File: config.mk
export PLATFORM = sky130hd
export DESIGN_NAME = vga_sprite_scanner
export DESIGN_NICKNAME = d
export VERILOG_FILES = /design/src/rtl/vga_timing_pkg.sv /design/src/rtl/pix_tick_gen.sv /design/src/rtl/vga_sprite_scanner.sv
export SDC_FILE = /design/constraint.sdc
export NUM_CORES = 1
export LEC_CHECK = 0
export ABC_AREA = 1
export ABC_CLOCK_PERIOD_IN_PS = 2360
export CORE_ASPECT_RATIO = 1.25
export CORE_UTILIZATION = 45
export DETAILED_ROUTE_END_ITERATION = 6
export DONT_BUFFER_PORTS = 1
export GPL_ROUTABILITY_DRIVEN = 0
export PLACE_DENSITY = 0.66
export SLEW_MARGIN = 20
export SYNTH_ARGS = -nofsm -noshare
export SYNTH_HDL_FRONTEND = slang
export SYNTH_SLANG_ARGS = --single-unit
File: constraint.sdc
create_clock -name CLK -period 2.36 [get_ports CLK]
set_input_delay 0.118 -clock CLK [delete_from_list [all_inputs] [get_ports CLK]]
set_output_delay 0.118 -clock CLK [all_outputs]
set_load 0.02 [all_outputs]
File: src/rtl/vga_timing_pkg.sv
// VGA 640x480 timing constants shared by the sprite and display blocks,
// plus the bundle of registered per-pixel scanner outputs.
package vga_timing_pkg;

  localparam logic [9:0] H_VISIBLE    = 10'd640;
  localparam logic [9:0] H_FRONT      = 10'd16;
  localparam logic [9:0] H_SYNC       = 10'd96;
  localparam logic [9:0] H_BACK       = 10'd48;
  localparam logic [9:0] H_TOTAL      = H_VISIBLE + H_FRONT + H_SYNC + H_BACK;
  localparam logic [9:0] H_MAX        = H_TOTAL - 10'd1;
  localparam logic [9:0] H_SYNC_START = H_VISIBLE + H_FRONT;
  localparam logic [9:0] H_SYNC_END   = H_SYNC_START + H_SYNC;

  localparam logic [9:0] V_VISIBLE    = 10'd480;
  localparam logic [9:0] V_FRONT      = 10'd10;
  localparam logic [9:0] V_SYNC       = 10'd2;
  localparam logic [9:0] V_BACK       = 10'd33;
  localparam logic [9:0] V_TOTAL      = V_VISIBLE + V_FRONT + V_SYNC + V_BACK;
  localparam logic [9:0] V_MAX        = V_TOTAL - 10'd1;
  localparam logic [9:0] V_SYNC_START = V_VISIBLE + V_FRONT;
  localparam logic [9:0] V_SYNC_END   = V_SYNC_START + V_SYNC;

  typedef struct packed {
    logic       hsync;
    logic       vsync;
    logic       video_on;
    logic       in_pix;
    logic [9:0] hc;
    logic [9:0] vc;
  } scan_out_t;

  // Syncs are active-low, so idle means both high and nothing visible.
  localparam scan_out_t SCAN_IDLE = '{hsync: 1'b1, vsync: 1'b1, video_on: 1'b0,
                                      in_pix: 1'b0, hc: 10'd0, vc: 10'd0};

endpackage

File: src/rtl/pix_tick_gen.sv
// Free-running CLK divider: tick_o is high for one CLK out of every CLK_DIV.
module pix_tick_gen #(
  parameter int CLK_DIV = 4
) (
  input  logic clk_i,
  input  logic rst_i,
  output logic tick_o
);

  localparam int DW = (CLK_DIV > 1) ? $clog2(CLK_DIV) : 1;
  localparam logic [DW-1:0] DIV_LAST = DW'(CLK_DIV - 1);

  logic [DW-1:0] div_q, div_d;

  assign tick_o = (div_q == DIV_LAST);

  always_comb begin
    div_d = div_q + 1'b1;
    if (tick_o) div_d = '0;
  end

  always_ff @(posedge clk_i or posedge rst_i) begin
    if (rst_i) div_q <= '0;
    else       div_q <= div_d;
  end

endmodule

File: src/rtl/vga_sprite_scanner.sv
// VGA 640x480 raster scanner with a scaled sprite window and sprite-local coordinates.
// Define FRAME_LATCH_EN to sample spr_x/spr_y once per frame instead of using them live.
module vga_sprite_scanner
  import vga_timing_pkg::*;
#(
  parameter int CLK_DIV    = 4,
  parameter int SPR_W      = 30,
  parameter int SPR_H      = 7,
  parameter int SCALE_LOG2 = 2
) (
  input  logic       CLK,
  input  logic       RST,
  input  logic [9:0] spr_x,
  input  logic [9:0] spr_y,
  output logic       hsync,
  output logic       vsync,
  output logic       video_on,
  output logic       is_in_pixel,
  output logic [9:0] hc,
  output logic [9:0] vc,
  output logic       pix_tick
);

  localparam logic [10:0] WIN_W = 11'(SPR_W << SCALE_LOG2);
  localparam logic [10:0] WIN_H = 11'(SPR_H << SCALE_LOG2);

  logic        tick;
  logic [9:0]  h_q, h_d, v_q, v_d;
  logic        h_wrap, v_wrap;
  logic [9:0]  win_x, win_y;
  logic [10:0] x_end, y_end;
  logic        in_x, in_y, vis, in_win;
  scan_out_t   out_q, out_d;
  logic        pix_tick_q;

  pix_tick_gen #(.CLK_DIV(CLK_DIV)) u_tick_gen (
    .clk_i (CLK),
    .rst_i (RST),
    .tick_o(tick)
  );

  assign h_wrap = (h_q == H_MAX);
  assign v_wrap = (v_q == V_MAX);

  // h_q/v_q name the pixel presented on the next tick, so the first tick shows (0,0).
  always_comb begin
    h_d = h_q;
    v_d = v_q;
    if (tick) begin
      h_d = h_wrap ? 10'd0 : h_q + 10'd1;
      if (h_wrap) v_d = v_wrap ? 10'd0 : v_q + 10'd1;
    end
  end

`ifdef FRAME_LATCH_EN
  logic [9:0] sx_q, sy_q;

  always_ff @(posedge CLK or posedge RST) begin
    if (RST) begin
      sx_q <= '0;
      sy_q <= '0;
    end else if (tick && h_wrap && v_wrap) begin
      sx_q <= spr_x;
      sy_q <= spr_y;
    end
  end

  assign win_x = sx_q;
  assign win_y = sy_q;
`else
  assign win_x = spr_x;
  assign win_y = spr_y;
`endif

  // 11-bit upper bounds: a sprite near 1023 must not wrap back onto the screen.
  assign x_end  = {1'b0, win_x} + WIN_W;
  assign y_end  = {1'b0, win_y} + WIN_H;
  assign in_x   = (h_q >= win_x) && ({1'b0, h_q} < x_end);
  assign in_y   = (v_q >= win_y) && ({1'b0, v_q} < y_end);
  assign vis    = (h_q < H_VISIBLE) && (v_q < V_VISIBLE);
  assign in_win = vis && in_x && in_y;

  always_comb begin
    out_d          = SCAN_IDLE;
    out_d.hsync    = ~((h_q >= H_SYNC_START) && (h_q < H_SYNC_END));
    out_d.vsync    = ~((v_q >= V_SYNC_START) && (v_q < V_SYNC_END));
    out_d.video_on = vis;
    out_d.in_pix   = in_win;
    if (in_win) begin
      out_d.hc = h_q - win_x;
      out_d.vc = v_q - win_y;
    end
  end

  always_ff @(posedge CLK or posedge RST) begin
    if (RST) begin
      h_q        <= '0;
      v_q        <= '0;
      out_q      <= SCAN_IDLE;
      pix_tick_q <= 1'b0;
    end else begin
      h_q        <= h_d;
      v_q        <= v_d;
      pix_tick_q <= tick;
      if (tick) out_q <= out_d;
    end
  end

  assign hsync       = out_q.hsync;
  assign vsync       = out_q.vsync;
  assign video_on    = out_q.video_on;
  assign is_in_pixel = out_q.in_pix;
  assign hc          = out_q.hc;
  assign vc          = out_q.vc;
  assign pix_tick    = pix_tick_q;

endmodule

# ---- After elaboration in Yosys (flattened, before gate mapping)
# Cells that the tools add are included.
dict set report word_totals {
  regBits 47
  latch_bits 0
  ram_bits 0
  mem_bits_ro 0
  in_bits 22
  out_inout_bits 25
  word_cells 44
  memories 0
}
dict set report op_classes {
  addsub 7
  multipliers 0
  n_div 0
  n_lt_le_gt_ge 10
  eq_ne 3
  shifts 0
  mux 4
  bitwise 2
  reduce_logical 8
}
# op count
set op_table {}
lappend op_table {{$lt 10x11->1} 2}
lappend op_table {{$add 10x1->10 const B} 2}
lappend op_table {{$eq 10x10->1 const B} 2}
lappend op_table {{$ge 10x10->1} 2}
lappend op_table {{$lt 10x10->1 const B} 2}
lappend op_table {{$lt 10x9->1 const B} 2}
lappend op_table {{$mux 10} 2}
lappend op_table {{$mux 20} 1}
lappend op_table {{$sub 10x10->10} 2}
lappend op_table {{$add 10x5->11 const B} 1}
lappend op_table {{$add 10x7->11 const B} 1}
lappend op_table {{$ge 10x10->1 const B} 1}
lappend op_table {{$ge 10x9->1 const B} 1}
lappend op_table {{$logic_and 1x1->1} 7}
lappend op_table {{$add 2x1->2 const B} 1}
lappend op_table {{$eq 2x2->1 const B} 1}
lappend op_table {{$mux 2} 1}
lappend op_table {{$not 1->1} 2}
lappend op_table {{$reduce_and 2->1} 1}

# ---- Logic depth before layout (Yosys ltp)
dict set report logic_depth {
  word_depth 6
  ltp_mapped 17
  depth_no_buf 16
}

# ---- Modules after synthesis
# From an unflattened synthesis, not the netlist that was laid out.
dict set report hier_totals {
  cells_unflattened 487
  hier_area_um2 3719.8
}
# mod instances cells_each area_each_um2 seq_area_each_um2
set modules_own_cells {}
lappend modules_own_cells {vga_sprite_scanner 1 482 3649.8 1128.6}
lappend modules_own_cells {pix_tick_gen 1 5 70.1 50.0}

# ---- Least setup slack after synthesis
# Ideal clock, no wire load.
dict set report synth_path {
  path_type {input port to flip-flop}
  from {input port spr_y[2]}
  to {register out_q, in the netlist hc[3]}
  setup_ps 66
  arrival_time_ps 1853
  t_required_ps 2294
  path_slack_ps 442
  path_stages 16
  n_path_buf 1
  cell_sequence {inv_1 -> ha_1 -> a21oi_4 -> xor2_1 -> ha_1 -> a21o_1 -> nor2_1 -> nand2_1 -> nand2_1 -> nand2_1 -> nand2_1 -> nand2_1 -> nor2_1 -> buf_4 -> nand3_1 -> nand2_1}
}
dict set report synth_between {
  elab_chain_len 5
  elab_cells_between_ends 6
  classes_between {1 x add/sub; 2 x order compare; 1 x mux; 2 x reduce/logical}
}
# element line
set synth_lines {}
lappend synth_lines {{start, declared} vga_sprite_scanner.sv:14} ;# input logic [9:0] spr_y,
lappend synth_lines {{$add 10x5->11} vga_sprite_scanner.sv:77} ;# assign y_end = {1'b0, win_y} + WIN_H;
lappend synth_lines {{$lt 10x11->1} vga_sprite_scanner.sv:79} ;# assign in_y = (v_q >= win_y) && ({1'b0, v_q} < y_end);
lappend synth_lines {{$logic_and 1x1->1 *} vga_sprite_scanner.sv:79}
lappend synth_lines {{$logic_and 1x1->1 *} vga_sprite_scanner.sv:81} ;# assign in_win = vis && in_x && in_y;
lappend synth_lines {{$mux 20 *} vga_sprite_scanner.sv:89} ;# if (in_win) begin
lappend synth_lines {{end signal, assigned} vga_sprite_scanner.sv:105} ;# if (tick) out_q <= out_d;
lappend synth_lines {{end, declared} vga_sprite_scanner.sv:33} ;# scan_out_t out_q, out_d;
# Mark *: on every way between the ends. The rest lies on a longest branch, timed or not.
# A chain may end at the register's enable or synchronous reset.

# ---- Final worst setup path
dict set report layout_path {
  from {register h_q[2]}
  to {register out_q, in the netlist vc[9]}
}
dict set report layout_between {
  elab_chain_len 5
  elab_cells_between_ends 8
  classes_between {3 x order compare; 1 x mux; 4 x reduce/logical}
}
# element line
set layout_lines {}
lappend layout_lines {{start, declared} vga_sprite_scanner.sv:28} ;# logic [9:0] h_q, h_d, v_q, v_d;
lappend layout_lines {{start signal, assigned} vga_sprite_scanner.sv:97} ;# h_q <= '0;
lappend layout_lines {{start signal, assigned} vga_sprite_scanner.sv:102} ;# h_q <= h_d;
lappend layout_lines {{$lt 10x11->1 (tied with other cells)} vga_sprite_scanner.sv:78} ;# assign in_x = (h_q >= win_x) && ({1'b0, h_q} < x_end);
lappend layout_lines {{$logic_and 1x1->1 (on tied branches)} {vga_sprite_scanner.sv:78, vga_sprite_scanner.sv:80}}
lappend layout_lines {{$logic_and 1x1->1 * (2 in a row)} vga_sprite_scanner.sv:81}
lappend layout_lines {{$mux 20 *} vga_sprite_scanner.sv:89}
# Marks and branches as above.

==> results.md <==
* # fillers at between 800 and 900
* WL final at between 8000 and 9000 um
* Pint at around 0.0011 W
* Final setup TNS at 0 ns
* Port Buffers at 0
* Post-synth top cells: nand2_1 (162), inv_1 (75), nor2_1 (51), dfrtp_1 (45), ha_1 (42)
* Syn_nets at approximately 590
* PostCTS Resize Cnt at 0
* Distinct cell type count after synthesis at 34
* Outcome: finished, final reports clean
* Slowest CP cell: dfrtp_1
* Critical path depth in cells at 13
* RR Startpoint: h_q[2]
* Setup crit start: h_q[2]
* Fin Hold WS at between 0.1 and 0.15 ns
* Fin. max-slew vios at 0
* Worst relative slew slack at ~44%
* Worst Reg2Reg Path Length in Cells at 13
* Synth-to-layout area growth at 8.04%
* Clk sinks at 47
* Clock H-tree levels at 2
* Share of cells above drive strength 1 at 5.52%
* Crit path cell chain: ha_1 > a21oi_2 > nand2_1 > nand2_1 > nand2_1 > nand2_1 > nand2_1 > nand2_1 > nand2_1 > nor2_1 > buf_12 > nand3_1 > nand2_1
* Sequential cell area at approximately 1200 um^2
* Synth Instances at between 500 and 600
* Yosys top cell by area: dfrtp_1
* GRT Util Overall at 21.1%
* Fin crit period at 2.08 ns
* Cell family with most CP delay: simple AND/OR/NAND/NOR gates
* Final worst path period share at about 88%
* Worst-skew pair later-pin latency at 0.31 ns
* Met3 Routed Length at 229 um
* Synthesized cell area at around 3700 um^2
* Largest family of logic cells by synthesized area: simple AND/OR/NAND/NOR gates
* DRT Pass-1 Iters at 6
* Area share of fa/ha/maj cells after synthesis at 15.1%
* Skew final at between 0.003 and 0.004 ns
* Startpoint type of the worst setup path: flop
* Kind of critical path: reg -> reg
* Initial drt markers at between 150 and 200
* WP data arrival at 2.33 ns
* Cell Rows at 36
* Most used cell, CP: nand2_1
* Die Y-Extent at approximately 100 um
* Sw Share at between 20% and 30%
* Combinational power share at between 10 and 15%
* Vias per cell at 5.24
* Drt wl/cell at roughly 14 um
* WP data required at about 2.6 ns
* Slew @ Worst Pin at 0.835 ns
* Metal2 WL at between 4000 and 5000 um
* Hold path depth at 4
* Crit path max fanout at 20
* Die width at 83.6 um
* Fraction of synthesized cell area in xor and xnor cells at between 6 and 7%
* Post-synthesis mux area share at 0%
* Yosys top cell area share at a little under a third
* Ys flop type: dfrtp_1
* Yosys warns at 0
* Async set-reset flop share out of synthesis at between 90% and 100%
* Clock Tree Buf Depth at 2
* Switching power at approximately 0.00040 W
* DP Wirelength at just under 7000 um
* Footprint of the multi-input gates at about 2200 um^2
* CP Capture Type: flop
* Worst Hold Launch: spr_x[0]
* Clock Power Share at approximately 36%
* Initial Util at 47.3%
* Highest routed layer: met4
* Max-cap violations at 0
* Core area at about 7900 um^2
* Top Ports at 47
* Synth area leaders: dfrtp_1 (30%), nand2_1 (16%), ha_1 (14%), inv_1 (7.5%), nor2_1 (5.1%)
* Min-Delay Path Class: in -> reg
* Residual DRC count at 0
* Metal1 wirelength at approximately 3900 um
* Initial antenna violation count at 0
* Clock-pin slew on the worst setup and hold paths at approximately 0.090 ns
* Cts bufs inserted at 5
* Vias at roughly 3300
* TritonCTS clock tree: done
* Endpoints failing hold at 0
* First-pass GRT wire length at roughly 15000 um
* Root buf cell: clkbuf_8
* Sequential share of power at roughly 52%
* Final nets at about 610
* VDD IR max at around 0.00026 V
* Pleak at between 2 and 2.5 nW
* Seq cells post-synth at 47
* Post-synth EDFFs at 0
* Compound-gate portion of the synthesized area at 7.81%
* PD cells at ~380 nW/um^2
* Final setup fails at 0
* Max Freq at 0.480 GHz
* RSZ-0062 raised after global routing: false
* Remaining global-route overflow at 0
* Die area at 8700 um^2
* Worst setup margin at ~0.28 ns
* Post-Place Setup Slack at about 0.2 ns
* Cell with the most instances after synthesis: nand2_1
* Largest net degree at the start of global routing at between 40 and 50
* Syn Area/Cell at about 7.1 um^2
* ANT nets after route at 0
* Vias in the first global route at around 3200
* Post-synthesis sequential area ratio at a little under a third
* Largest stage delay, worst path at approximately 0.40 ns
* Crit path buf inv count at 1
* Number of diodes at 0
* Synth Area in Simple Gates at between 30% and 40%
* Final Core Density at between 50 and 60%
[cell type report]
type                       instances  area share [%]
clock buffer                       8            2.47
inverter                          77            7.17
multi-input combinational        397            55.4
sequential                        47            29.1
tap                               95            2.93
timing repair buffer              14            2.97
[final timing paths]
| path | to | slack [ns] |
|---|---|---|
| min in group asynchronous | hc[0] | 0.40 |
| worst max-delay path | vc[9] | 0.28 |
| worst min-delay path | hc[0] | 0.10 |
| max in group asynchronous | u_tick_gen.div_q[0] | 1.46 |
| worst min register to register | u_tick_gen.div_q[0] | 0.43 |
| worst max register to register | vc[9] | 0.28 |
[worst min-delay path: stages]
cell and delay [ns]:
ha_1 0.13, inv_1 0.04, nand2_1 0.05, nand2_1 0.04
[registers in the layout (all words and copies together) (netlist names), 2 cells and up]
name and count:
h_q 10, hc 10, v_q 10, vc 10
u_tick_gen.div_q 2
[through the flow]
| step | total power, W | instance area, um^2 | instances |
|---|---|---|---|
| after floorplan | 0.000975 | 3750 | 528 |
| after global placement | 0.00101 | 3940 | 629 |
| after detailed placement | 0.00101 | 3940 | 629 |
| after CTS | 0.00157 | 4050 | 638 |
| after global routing | 0.00163 | 4050 | 638 |
| final | 0.00155 | 4050 | 638 |
[timing repair]
action                    in CTS  in global routing
hold buffers                   1                  0
hold endpoints to repair      45                  0
setup buffers                  0                  0
[placed cells by master (no fill, tap or decap), types with 2 or more instances in the layout]
master,n
nor2_1,51
ha_1,42
a31oi_1,5
inv_2,2
fa_1,2
o21bai_1,2
buf_4,12
o21ai_0,13
nor4_1,2
nand2_1,162
nor3b_1,3
nand3_1,35
dfrtp_1,45
inv_1,74
clkbuf_8,7
a21oi_1,21
xor2_1,19
a211oi_1,3
nor3_1,8
dfstp_2,2
xnor2_1,7
nor2_2,2
nand4_1,10
[cells by family (layout without fill, tap and decap cells)]
family,Yosys count,in the layout
AOI/OAI and AO/OA,50,50
xor gates and xnor gates,26,26
adders and majority gates,44,44
buffers and inverters,84,99
DFF,47,47
and+or+nand+nor,277,277
[power by group through the flow]
stage | clock network [W] | logic [W] | registers [W]
2_1_floorplan | 0 | 0.000154 | 0.000821
3_3_place_gp | 0 | 0.000187 | 0.000821
3_5_place_dp | 0 | 0.000191 | 0.000821
4_1_cts | 0.000575 | 0.000194 | 0.000805
5_1_grt | 0.000597 | 0.000224 | 0.000805
6_report | 0.000551 | 0.000191 | 0.000805
[routing by layer]
| metal | GRT usage, % | vias to the layer above |
|---|---|---|
| li1 | - | 1705 |
| met1 | 25.3 | 1551 |
| met2 | 37.1 | 69 |
| met3 | 2.86 | 19 |
| met4 | 9.69 | 0 |
| met5 | 0 | - |
Note: power is estimated with default switching activity, not from simulation.
